### src/rtl/wb_arbiter.sv
// Round-robin Wishbone arbiter: one shared slave, up to four masters.
// The grant is registered and held for the owner's entire cyc assertion.
module wb_arbiter #(
  parameter int MASTER_COUNT = 2,
  parameter int DATA_WIDTH   = 16,
  parameter int ADDR_WIDTH   = 16
) (
  input  logic                               clk,
  input  logic                               rst,
  input  logic [MASTER_COUNT-1:0]            m_cyc_i,
  input  logic [MASTER_COUNT-1:0]            m_stb_i,
  input  logic [MASTER_COUNT-1:0]            m_we_i,
  input  logic [MASTER_COUNT*DATA_WIDTH-1:0] m_dat_i,
  input  logic [MASTER_COUNT*ADDR_WIDTH-1:0] m_adr_i,
  output logic [MASTER_COUNT-1:0]            m_ack_o,
  output logic [DATA_WIDTH-1:0]              m_dat_o,
  output logic                               s_cyc_o,
  output logic                               s_stb_o,
  output logic                               s_we_o,
  output logic [DATA_WIDTH-1:0]              s_dat_o,
  output logic [ADDR_WIDTH-1:0]              s_adr_o,
  input  logic                               s_ack_i,
  input  logic [DATA_WIDTH-1:0]              s_dat_i,
  output logic [MASTER_COUNT-1:0]            grant_o,
  output logic                               busy_o
);

  localparam int LW = $clog2(MASTER_COUNT);

  typedef enum logic {
    IDLE,
    OWN
  } state_t;

  state_t                  state;
  logic [MASTER_COUNT-1:0] grant;
  logic [LW-1:0]           last;
  logic [LW-1:0]           pick;
  logic                    found;
  logic                    owner_cyc;
  int                      j;

  assign owner_cyc = |(grant & m_cyc_i);

  // Round-robin scan: first requester after last, wrapping to last itself.
  always_comb begin
    found = 1'b0;
    pick  = last;
    j     = 0;
    for (int k = 1; k <= MASTER_COUNT; k++) begin
      j = int'(last) + k;
      if (j >= MASTER_COUNT) j = j - MASTER_COUNT;
      if (!found && m_cyc_i[j]) begin
        found = 1'b1;
        pick  = LW'(j);
      end
    end
  end

  // Arbitration FSM: grant on idle request or when the owner drops cyc.
  always_ff @(posedge clk or negedge rst) begin
    if (!rst) begin
      state <= IDLE;
      grant <= '0;
      last  <= LW'(MASTER_COUNT - 1);
    end else begin
      unique case (state)
        IDLE, OWN: begin
          if (state == IDLE || !owner_cyc) begin
            if (found) begin
              grant <= {{(MASTER_COUNT-1){1'b0}}, 1'b1} << pick;
              last  <= pick;
              state <= OWN;
            end else begin
              grant <= '0;
              state <= IDLE;
            end
          end
        end
        default: begin
          grant <= '0;
          state <= IDLE;
        end
      endcase
    end
  end

  // Owner's request signals to the slave; all zero with no grant.
  always_comb begin
    s_cyc_o = |(grant & m_cyc_i);
    s_stb_o = |(grant & m_stb_i);
    s_we_o  = |(grant & m_we_i);
    s_dat_o = '0;
    s_adr_o = '0;
    for (int i = 0; i < MASTER_COUNT; i++) begin
      if (grant[i]) begin
        s_dat_o = s_dat_o | m_dat_i[i*DATA_WIDTH +: DATA_WIDTH];
        s_adr_o = s_adr_o | m_adr_i[i*ADDR_WIDTH +: ADDR_WIDTH];
      end
    end
  end

  assign m_ack_o = grant & {MASTER_COUNT{s_ack_i}};
  assign m_dat_o = s_dat_i;
  assign grant_o = grant;
  assign busy_o  = |grant;

endmodule
### config.mk
export PLATFORM = sky130hd
export DESIGN_NAME = wb_arbiter
export DESIGN_NICKNAME = d
export VERILOG_FILES = /design/src/rtl/wb_arbiter.sv
export SDC_FILE = /design/constraint.sdc
export NUM_CORES = 1
export LEC_CHECK = 0
export CORE_MARGIN = 8
export CORE_UTILIZATION = 17
export DETAILED_ROUTE_END_ITERATION = 10
export HOLD_SLACK_MARGIN = 0.15
export PLACE_DENSITY = 0.76
export SLEW_MARGIN = 20
export SYNTH_ARGS = -nofsm -noshare
export SYNTH_HDL_FRONTEND = slang
export SYNTH_SLANG_ARGS = --single-unit
### constraint.sdc
create_clock -name clk -period 0.9 [get_ports clk]
set_clock_uncertainty 0.05 [all_clocks]
set_input_delay 0.18 -clock clk [delete_from_list [all_inputs] [get_ports clk]]
set_output_delay 0.18 -clock clk [all_outputs]
set_load 0.05 [all_outputs]
# ---- Word-level counts from Yosys, hierarchy flattened
# Cells that the tools add are included.
dict set report word_totals {
  register_bits 4
  input_bits 89
  output_inout_bits 56
  wordCells 46
}
dict set report classes {
  n_addsub 4
  magnitude_cmp 4
  shift 1
  muxes 18
  bitwise_logic 7
  n_reduce_logical 9
}
# operator count
set ops {}
lappend ops {{less-than comparator 32 x 3 -> 1 bit (second input constant)} 2}
lappend ops {{two-way mux 16 bit} 4}
lappend ops {{two-way mux 32 bit} 2}
lappend ops {{OR 16 bit} 2}
lappend ops {{two-way mux 1 bit} 11}
lappend ops {{bitwise AND 2 bit} 4}
lappend ops {{OR reduction 2 bit} 4}
lappend ops {{subtractor 3 x 2 -> 4 bit (second input constant)} 1}
lappend ops {{adder 1 x 2 -> 3 bit (second input constant)} 1}
lappend ops {{greater-or-equal comparator 3 x 2 -> 1 bit (second input constant)} 1}
lappend ops {{subtractor 2 x 2 -> 3 bit (second input constant)} 1}
lappend ops {{adder 1 x 1 -> 2 bit (second input constant)} 1}
lappend ops {{greater-or-equal comparator 2 bit (second input constant)} 1}
lappend ops {{zero test 1 bit} 2}
lappend ops {{two-way mux 2 bit} 1}
lappend ops {{AND reduction 2 bit} 1}
lappend ops {{<< shifter 1 x 1 -> 2 bit (first input constant)} 1}
lappend ops {{logical AND 1 bit} 1}
lappend ops {{logical OR 1 bit} 1}
lappend ops {{NOT 1 bit} 1}

# ---- Logic depth before layout (Yosys ltp)
# Gate-level depths: netlist of run 1.
dict set report logic_depth {
  ltp_word 12
  ltp_mapped 5
  mapped_depth_nobuf 3
}

# ---- Worst setup path after synthesis of run 1
# OpenSTA, ideal clock, no wires.
dict set report synth_path {
  path_kind {reg2out}
  from {reg grant[0] (netlist: grant_o[0])}
  to {out s_adr_o[10]}
  arrival_time_ns 1.417
  required_ns 0.670
  setup_slack_ns -0.747
  stages_incl_launch_ff 4
  path_buffers 2
  path_cell_list {dfrtp_1 -> buf_6 -> buf_2 -> a22o_1}
}
dict set report synth_via {
  elab_chain_cells 3
}
# element line
set synth_lines {}
lappend synth_lines {{from (decl)} 36} ;# logic [MASTER_COUNT-1:0] grant;
lappend synth_lines {{from (signal assigned)} 71} ;# grant <= {{(MASTER_COUNT-1){1'b0}}, 1'b1} << pick;
lappend synth_lines {{two-way mux 16 bit *} 96} ;# if (grant[i]) begin
lappend synth_lines {{OR 16 bit} 98} ;# s_adr_o = s_adr_o | m_adr_i[i*ADDR_WIDTH +: ADDR_WIDTH];
lappend synth_lines {{two-way mux 16 bit *} 96}
lappend synth_lines {{to (decl)} 21} ;# output logic [ADDR_WIDTH-1:0] s_adr_o,
# Mark *: on every way between the ends. The rest lies on a longest branch, timed or not.

# ---- Worst setup path in the final report of run 1
dict set report layout_path {
  from {reg grant[1] (netlist: grant_o[1])}
  to {out s_dat_o[3]}
}
dict set report layout_via {
  elab_chain_cells 1
}
# element line
set layout_lines {}
lappend layout_lines {{two-way mux 16 bit} 96}
lappend layout_lines {{to (decl)} 20} ;# output logic [DATA_WIDTH-1:0] s_dat_o,
# Every way passes these cells.

==> flow_metrics.tcl, run 1 <==
set metrics [dict create \
    via_count 1137 \
    drc 0 \
    core_area_sq_um 4030 \
    path_delay_family "flip-flops" \
    fillers 287 \
    worstPathArrival_ps 1250 \
    met1_usage_pct 12.5 \
    routed_wl_um 4560 \
    n_antenna_cell 0 \
    finalMaxSlewViolations 0 \
    grt_max_degree 22 \
    firstDrtPassIters 4 \
    crit_path_end_kind "output port" \
    synth_mux_area_share_pct 0 \
    cts_made_buffers 3 \
    tns_ps -23000 \
    syn_to_final_growth_pct 271 \
    synth.area.top_cells "a22o_1 43%, buf_4 17%, dfrtp_1 11%" \
    synth_compound_area_share_pct 51.1 \
    synthesis.nets 173 \
    power_density_nw_per_um2 2010 \
    seq_area_frac_synth_pct 14.2 \
    finalWorstSetupSlack_ps -581 \
    crit_required_ps 670 \
    io_buffers 112 \
    cts_root_buf "clkbuf_8" \
    grt-busiest-layer "met2" \
    place_congestion 0.837 \
    grt-ovfl-total 0 \
    synthesis.area_sq_um 714 \
    fp.dieW_um 80.8 \
    synthAdderAreaFrac_pct 0 \
    synth_common_cells "35 x a22o_1, 16 x buf_4, 5 x buf_2, 4 x a21oi_1, 4 x buf_6" \
    crit_chain "buf_12 > a22o_4 > buf_12" \
    grt_util_all_layers_pct 13.2 \
    die_y_um 80.8 \
    internal-power_mw 2.96 \
    postSynthCellCount 84 \
    initial_core_util_pct 17.7 \
    wl_per_cell_um 19.3 \
    cts_tree "yes" \
    syn_avg_cell_area_sq_um 8.51 \
    grt_pass1_wl_um 6740 \
    seq_area_sq_um 104 \
    ant_nets 0 \
    yosys.area_share.simple_pct 7.53 \
    worst-setup-path-type "register to output port" \
    synth_top_family_by_area "compound AO/OA/AOI/OAI gates" \
    critical_path_peak_fanout 20 \
    startpoint_type "register" \
    power.share.clock_pct 7.8 \
    synth_top_area_share_pct 42.9 \
    yosysUniqueCellTypes 21 \
    cts_max_path_buffers 2 \
    max_slew_margin_pct 85.1 \
    met3_usage_pct 7.28 \
    maxCapViolations 0 \
    clk-insertion-delay-late_ps 230 \
    finalPower_mw 5.33 \
    synth_edf_count 0 \
    synth_most_common_cell "a22o_1" \
    antenna_found_initial 0 \
    peakVddDrop_mv 1.03 \
    slowest_delay_ps 440 \
    period_share_pct 165 \
    multiInputGateArea_sq_um 762 \
    yosys_register_bits 4 \
    outcome "finished with violations" \
    crit_top_cell "buf_12" \
    worst_pin_slew_ps 221 \
    die_area_sq_um 6530 \
    yosys.area_share.xor_xnor_pct 0 \
    htreeDepth 1 \
    rsz0062_at_grt "yes" \
    power_frac_comb_pct 86.4 \
    p_sw_mw 2.37 \
    grt_pass1_vias 1295 \
    synth_ff_type "dfrtp_1" \
    violations "setup timing" \
    vias_per_cell 4.82 \
    max_freq_mhz 675 \
    nets 276 \
    io_pins 145 \
    p_leak_nw 1.12 \
    grt_use_met2_pct 23.7 \
    synth_top_area_cell "a22o_1" \
    yosys_warnings 0 \
    drt_iter0_markers 10 \
    clock_sinks 4 \
    setup_violations 43 \
    hold_viol 0 \
    drive_above_1_share_pct 55.4 \
    clk_pin_slew_ps 40 \
    crit_buf_inv 2 \
    swShare_pct 44.4 \
    crit_path_top_delay_cell "dfrtp_2" \
    synthArstFlopShare_pct 100 \
    num_rows 23 \
    p_seq_share_pct 5.8 \
    min_period_ps 1480 \
    hp-class "input port to async pin" \
]
stage by stage:
step	std cells	cell area (sq um)	hold WS (ps)	setup slack (ps)	util, %
CTS	234	2620	107	-590	65.1
finish	236	2650	106	-581	65.8
floorplan	84	1060	-166	-457	-
global placement	229	2540	310	-414	63.1
detailed placement	229	2540	310	-442	63.1
global route	236	2650	123	-609	65.8
worst register-to-register path, stage by stage (launching register included):
cell and delay, ps:
dfrtp_2 440, buf_12 170, buf_6 120, buf_6 110
nand2b_4 130, a211oi_2 200, nor3_1 80
cells in the final DEF, fill, tap and decap left out, types with 2 or more instances in the layout:
cell	instances
dlygate4sd2_1	2
buf_12	44
buf_6	6
and2_4	2
a22o_4	35
dfrtp_2	2
a21oi_1	2
o21ai_1	2
clkdlybuf4s50_1	70
a21oi_2	2
clkbuf_8	3
kinds of logic after synthesis:
kind of cell / after synthesis
buf+inv: 26
compound gates: 45
flops: 4
simple gates: 9
per-layer routing:
| metal | part of all wire [%] | vias to the layer above |
|---|---|---|
| met5 | 0 | - |
| met3 | 16 | 7 |
| met4 | 1.2 | 0 |
| met1 | 34 | 519 |
| met2 | 49 | 91 |
| li1 | - | 520 |
layout make-up:
cell class	instances	share of cell area, %
repair buffers	123	63.1
multi-input cells	54	28.7
flip-flops and latches	4	3.92
well taps	50	2.36
clock buffers	4	1.70
inverters	1	0.142
sequential cells by signal, summed over array words and instances (netlist names):
name,count
last,1
grant_o,2
state,1
final timing paths:
kind / end / from / depth (start not counted) / slack [ps]
worst max-delay path: s_dat_o[3] / grant_o[1]$_DFFE_PN0P_ / 3 / -580
worst min-delay path: state$_DFFE_PN0P_ / rst / 1 / 110
worst max register to register: last$_DFFE_PN1P_ / grant_o[1]$_DFFE_PN0P_ / 6 / -480
worst min register to register: grant_o[1]$_DFFE_PN0P_ / state$_DFFE_PN0P_ / 2 / 610
max in group asynchronous: last$_DFFE_PN1P_ / rst / 1 / 450
min in group clk: m_dat_o[12] / s_dat_i[12] / 0 / 310
repair_timing:
| item | in CTS | in global routing |
|---|---|---|
| gates resized for setup | 8 | 4 |
| endpoints found under the hold margin | 3 | 3 |
| cloned | 0 | 0 |
| pin swaps | 0 | 1 |
| buffers inserted | 1 | 2 |
| setup endpoints to repair | 44 | 43 |
power groups by stage:
stage	registers (mW)	clock network [mW]	logic, mW
after floorplan	0.346	0	2.55
after global placement	0.289	0	4.47
after detailed placement	0.293	0	4.53
after CTS	0.309	0.423	4.60
after global routing	0.313	0.441	4.76
final	0.307	0.417	4.60
Power figures use the tool's default switching activity.
==> run 2, diff against run 1 <==
--- a/config.mk
+++ b/config.mk
@@ -10,7 +10,6 @@
 export DETAILED_ROUTE_END_ITERATION = 10
 export HOLD_SLACK_MARGIN = 0.15
 export PLACE_DENSITY = 0.76
-export SLEW_MARGIN = 20
 export SYNTH_ARGS = -nofsm -noshare
 export SYNTH_HDL_FRONTEND = slang
 export SYNTH_SLANG_ARGS = --single-unit
==> results of run 2 <==
Same layout as run 1: the final DEF is identical, and so are final timing and power.
==> run 3, diff against run 2 <==
==> config.mk (replaced) <==
export PLATFORM = sky130hd
export DESIGN_NAME = wb_arbiter
export DESIGN_NICKNAME = d
export VERILOG_FILES = /design/src/rtl/wb_arbiter.sv
export SDC_FILE = /design/constraint.sdc
export NUM_CORES = 1
export LEC_CHECK = 0
export CORE_AREA = 8 8 49 51
export DETAILED_ROUTE_END_ITERATION = 10
export DIE_AREA = 0 0 57 59
export DONT_BUFFER_PORTS = 1
export GPL_ROUTABILITY_DRIVEN = 0
export HOLD_SLACK_MARGIN = 0.15
export PLACE_DENSITY = 0.59
export SYNTH_ARGS = -nofsm -noshare
export SYNTH_HDL_FRONTEND = slang
export SYNTH_SLANG_ARGS = --single-unit
==> flow_metrics.tcl, run 3 (synthesized netlist as in run 1, its figures left out) <==
set metrics [dict create \
    num_rows 15 \
    grt_pass1_vias 682 \
    vias_per_cell 7.33 \
    post-dp-hpwl_um 2550 \
    p_sw_mw 1.92 \
    cts_hold_buf 3 \
    cts_tree "yes" \
    min_period_ps 1410 \
    ant_nets 0 \
    stdcell_area_sq_um 1040 \
    r2r-start "grant_o[1]$_DFFE_PN0P_" \
    mostFrequentLayoutCells "35 x a22o_4, 3 x a21oi_1, 3 x clkbuf_4, 3 x buf_4, 3 x buf_12" \
    layout_commonest_cell "a22o_4" \
    crit_chain "buf_12 > a22o_4" \
    fin_hold_ws_ps 4.84 \
    hold_path_depth 1 \
    maxCapViolations 0 \
    power.share.clock_pct 7.9 \
    clock_sinks 4 \
    r2r_end "last$_DFFE_PN1P_" \
    initial_core_util_pct 43.3 \
    worst_hold_path.endpoint "state$_DFFE_PN0P_" \
    setup_violations 43 \
    clk-insertion-delay-late_ps 240 \
    hp-class "input port to register" \
    grt_util_all_layers_pct 15.1 \
    die_y_um 59 \
    crit_path_top_delay_cell "dfrtp_2" \
    rsz0062_at_grt "yes" \
    r2r_slack_ps -270 \
    core_area_sq_um 1650 \
    drc 0 \
    critical_path_peak_fanout 22 \
    worstPathArrival_ps 1180 \
    grt_pass1_wl_um 4090 \
    grt_max_degree 25 \
    startpoint_type "register" \
    io_pins 145 \
    n_antenna_cell 0 \
    routed_wl_um 2960 \
    period_share_pct 157 \
    io_buffers 0 \
    htreeDepth 1 \
    drive_above_1_share_pct 78.4 \
    firstDrtPassIters 4 \
    wl_per_cell_um 32.6 \
    finalMaxSlewViolations 0 \
    multiInputGateArea_sq_um 749 \
    p_leak_nw 0.453 \
    worstHoldStart "m_cyc_i[0]" \
    clk_pin_slew_ps 40 \
    finalWorstSetupSlack_ps -510 \
    worst_pin_slew_ps 222 \
    syn_to_final_growth_pct 45.9 \
    peakVddDrop_mv 1.80 \
    drt_iter0_markers 10 \
    cts_made_buffers 3 \
    cts_root_buf "clkbuf_4" \
    worst-setup-path-type "register to output port" \
    ff2ff_path_depth 4 \
    violations "setup timing" \
    p_seq_share_pct 9.2 \
    crit_path_end_kind "output port" \
    dpl_cell_area_sq_um 968 \
    die_area_sq_um 3360 \
    slowest_delay_ps 430 \
    power_frac_comb_pct 82.8 \
    hold_viol 0 \
    power_density_nw_per_um2 3060 \
    via_count 667 \
    crit_required_ps 670 \
    antenna_found_initial 0 \
    tns_ps -20110 \
    largest_reg_flops 2 \
    fp.dieW_um 57 \
    seq_area_sq_um 104 \
    outcome "finished with violations" \
    max_slew_margin_pct 85.1 \
    internal-power_mw 1.27 \
    fillers 142 \
    grt-ovfl-total 0 \
    cts_max_path_buffers 2 \
    nets 164 \
    max_freq_mhz 709 \
    swShare_pct 60.2 \
]
==> run 3: cell types whose count changed in the layout (fill, tap and decap cells not counted), moves of 2 or more <==
cell	delta
dlygate4sd3_1	+2
clkdlybuf4s50_1	-70
buf_12	-41
buf_4	+2
clkbuf_8	-3
buf_6	-4
clkbuf_4	+3
dlygate4sd2_1	-2
==> run 3: worst max-delay path, delay by kind of cell, from the launching register on <==
family | cells | cell delay [ps]
buffers and inverters | 1 | 180
AO/OA/AOI/OAI | 1 | 320
flip-flops | 1 | 430
==> run 3: layout make-up <==
| type | count | share of cell area, % |
|---|---|---|
| clock buffers | 4 | 2.52 |
| inverters | 1 | 0.360 |
| well taps | 17 | 2.04 |
| repair buffers | 11 | 13.2 |
| multi-input cells | 54 | 71.9 |
| flip-flops and latches | 4 | 9.96 |
==> run 3: metrics by stage <==
stage	setup slack, ps	util [%]	cells	total power, mW
after floorplan	-457	-	84	2.90
after global placement	-263	58.6	84	2.88
after detailed placement	-275	58.6	84	2.91
after CTS	-517	63.0	91	3.22
after global routing	-534	63.1	91	3.31
final	-510	63.1	91	3.19
==> run 3: repair_timing <==
action,CTS,global route
endpoints found under the hold margin,8,4
buffers inserted,0,0
pin swaps,6,4
gates resized for setup,3,1
setup endpoints to repair,43,44
==> run 3: worst max path at each step <==
stage | to | slack, ps | start | depth (start not counted)
3_3_place_gp | s_adr_o[11] | -260 | grant_o[0]$_DFFE_PN0P_ | 2
5_1_grt | s_adr_o[5] | -530 | grant_o[0]$_DFFE_PN0P_ | 2
4_1_cts | s_adr_o[12] | -520 | grant_o[0]$_DFFE_PN0P_ | 2
2_1_floorplan | s_adr_o[10] | -460 | grant_o[0]$_DFFE_PN0P_ | 3
3_5_place_dp | last$_DFFE_PN1P_ | -280 | grant_o[1]$_DFFE_PN0P_ | 4
6_report | s_dat_o[13] | -510 | grant_o[0]$_DFFE_PN0P_ | 2
==> run 3: power groups by stage <==
| stage | logic, mW | clock network, mW | registers (mW) |
|---|---|---|---|
| after floorplan | 2.55 | 0 | 0.346 |
| final | 2.64 | 0.253 | 0.294 |
| after detailed placement | 2.62 | 0 | 0.286 |
| after global placement | 2.60 | 0 | 0.285 |
| after CTS | 2.66 | 0.260 | 0.296 |
| after global routing | 2.72 | 0.281 | 0.302 |
==> run 3: routing by layer <==
metal,routed length (um),track usage (%)
met1,799,13.3
met2,1730,27.9
met3,419,10.7
met4,16,1.68
met5,0,0
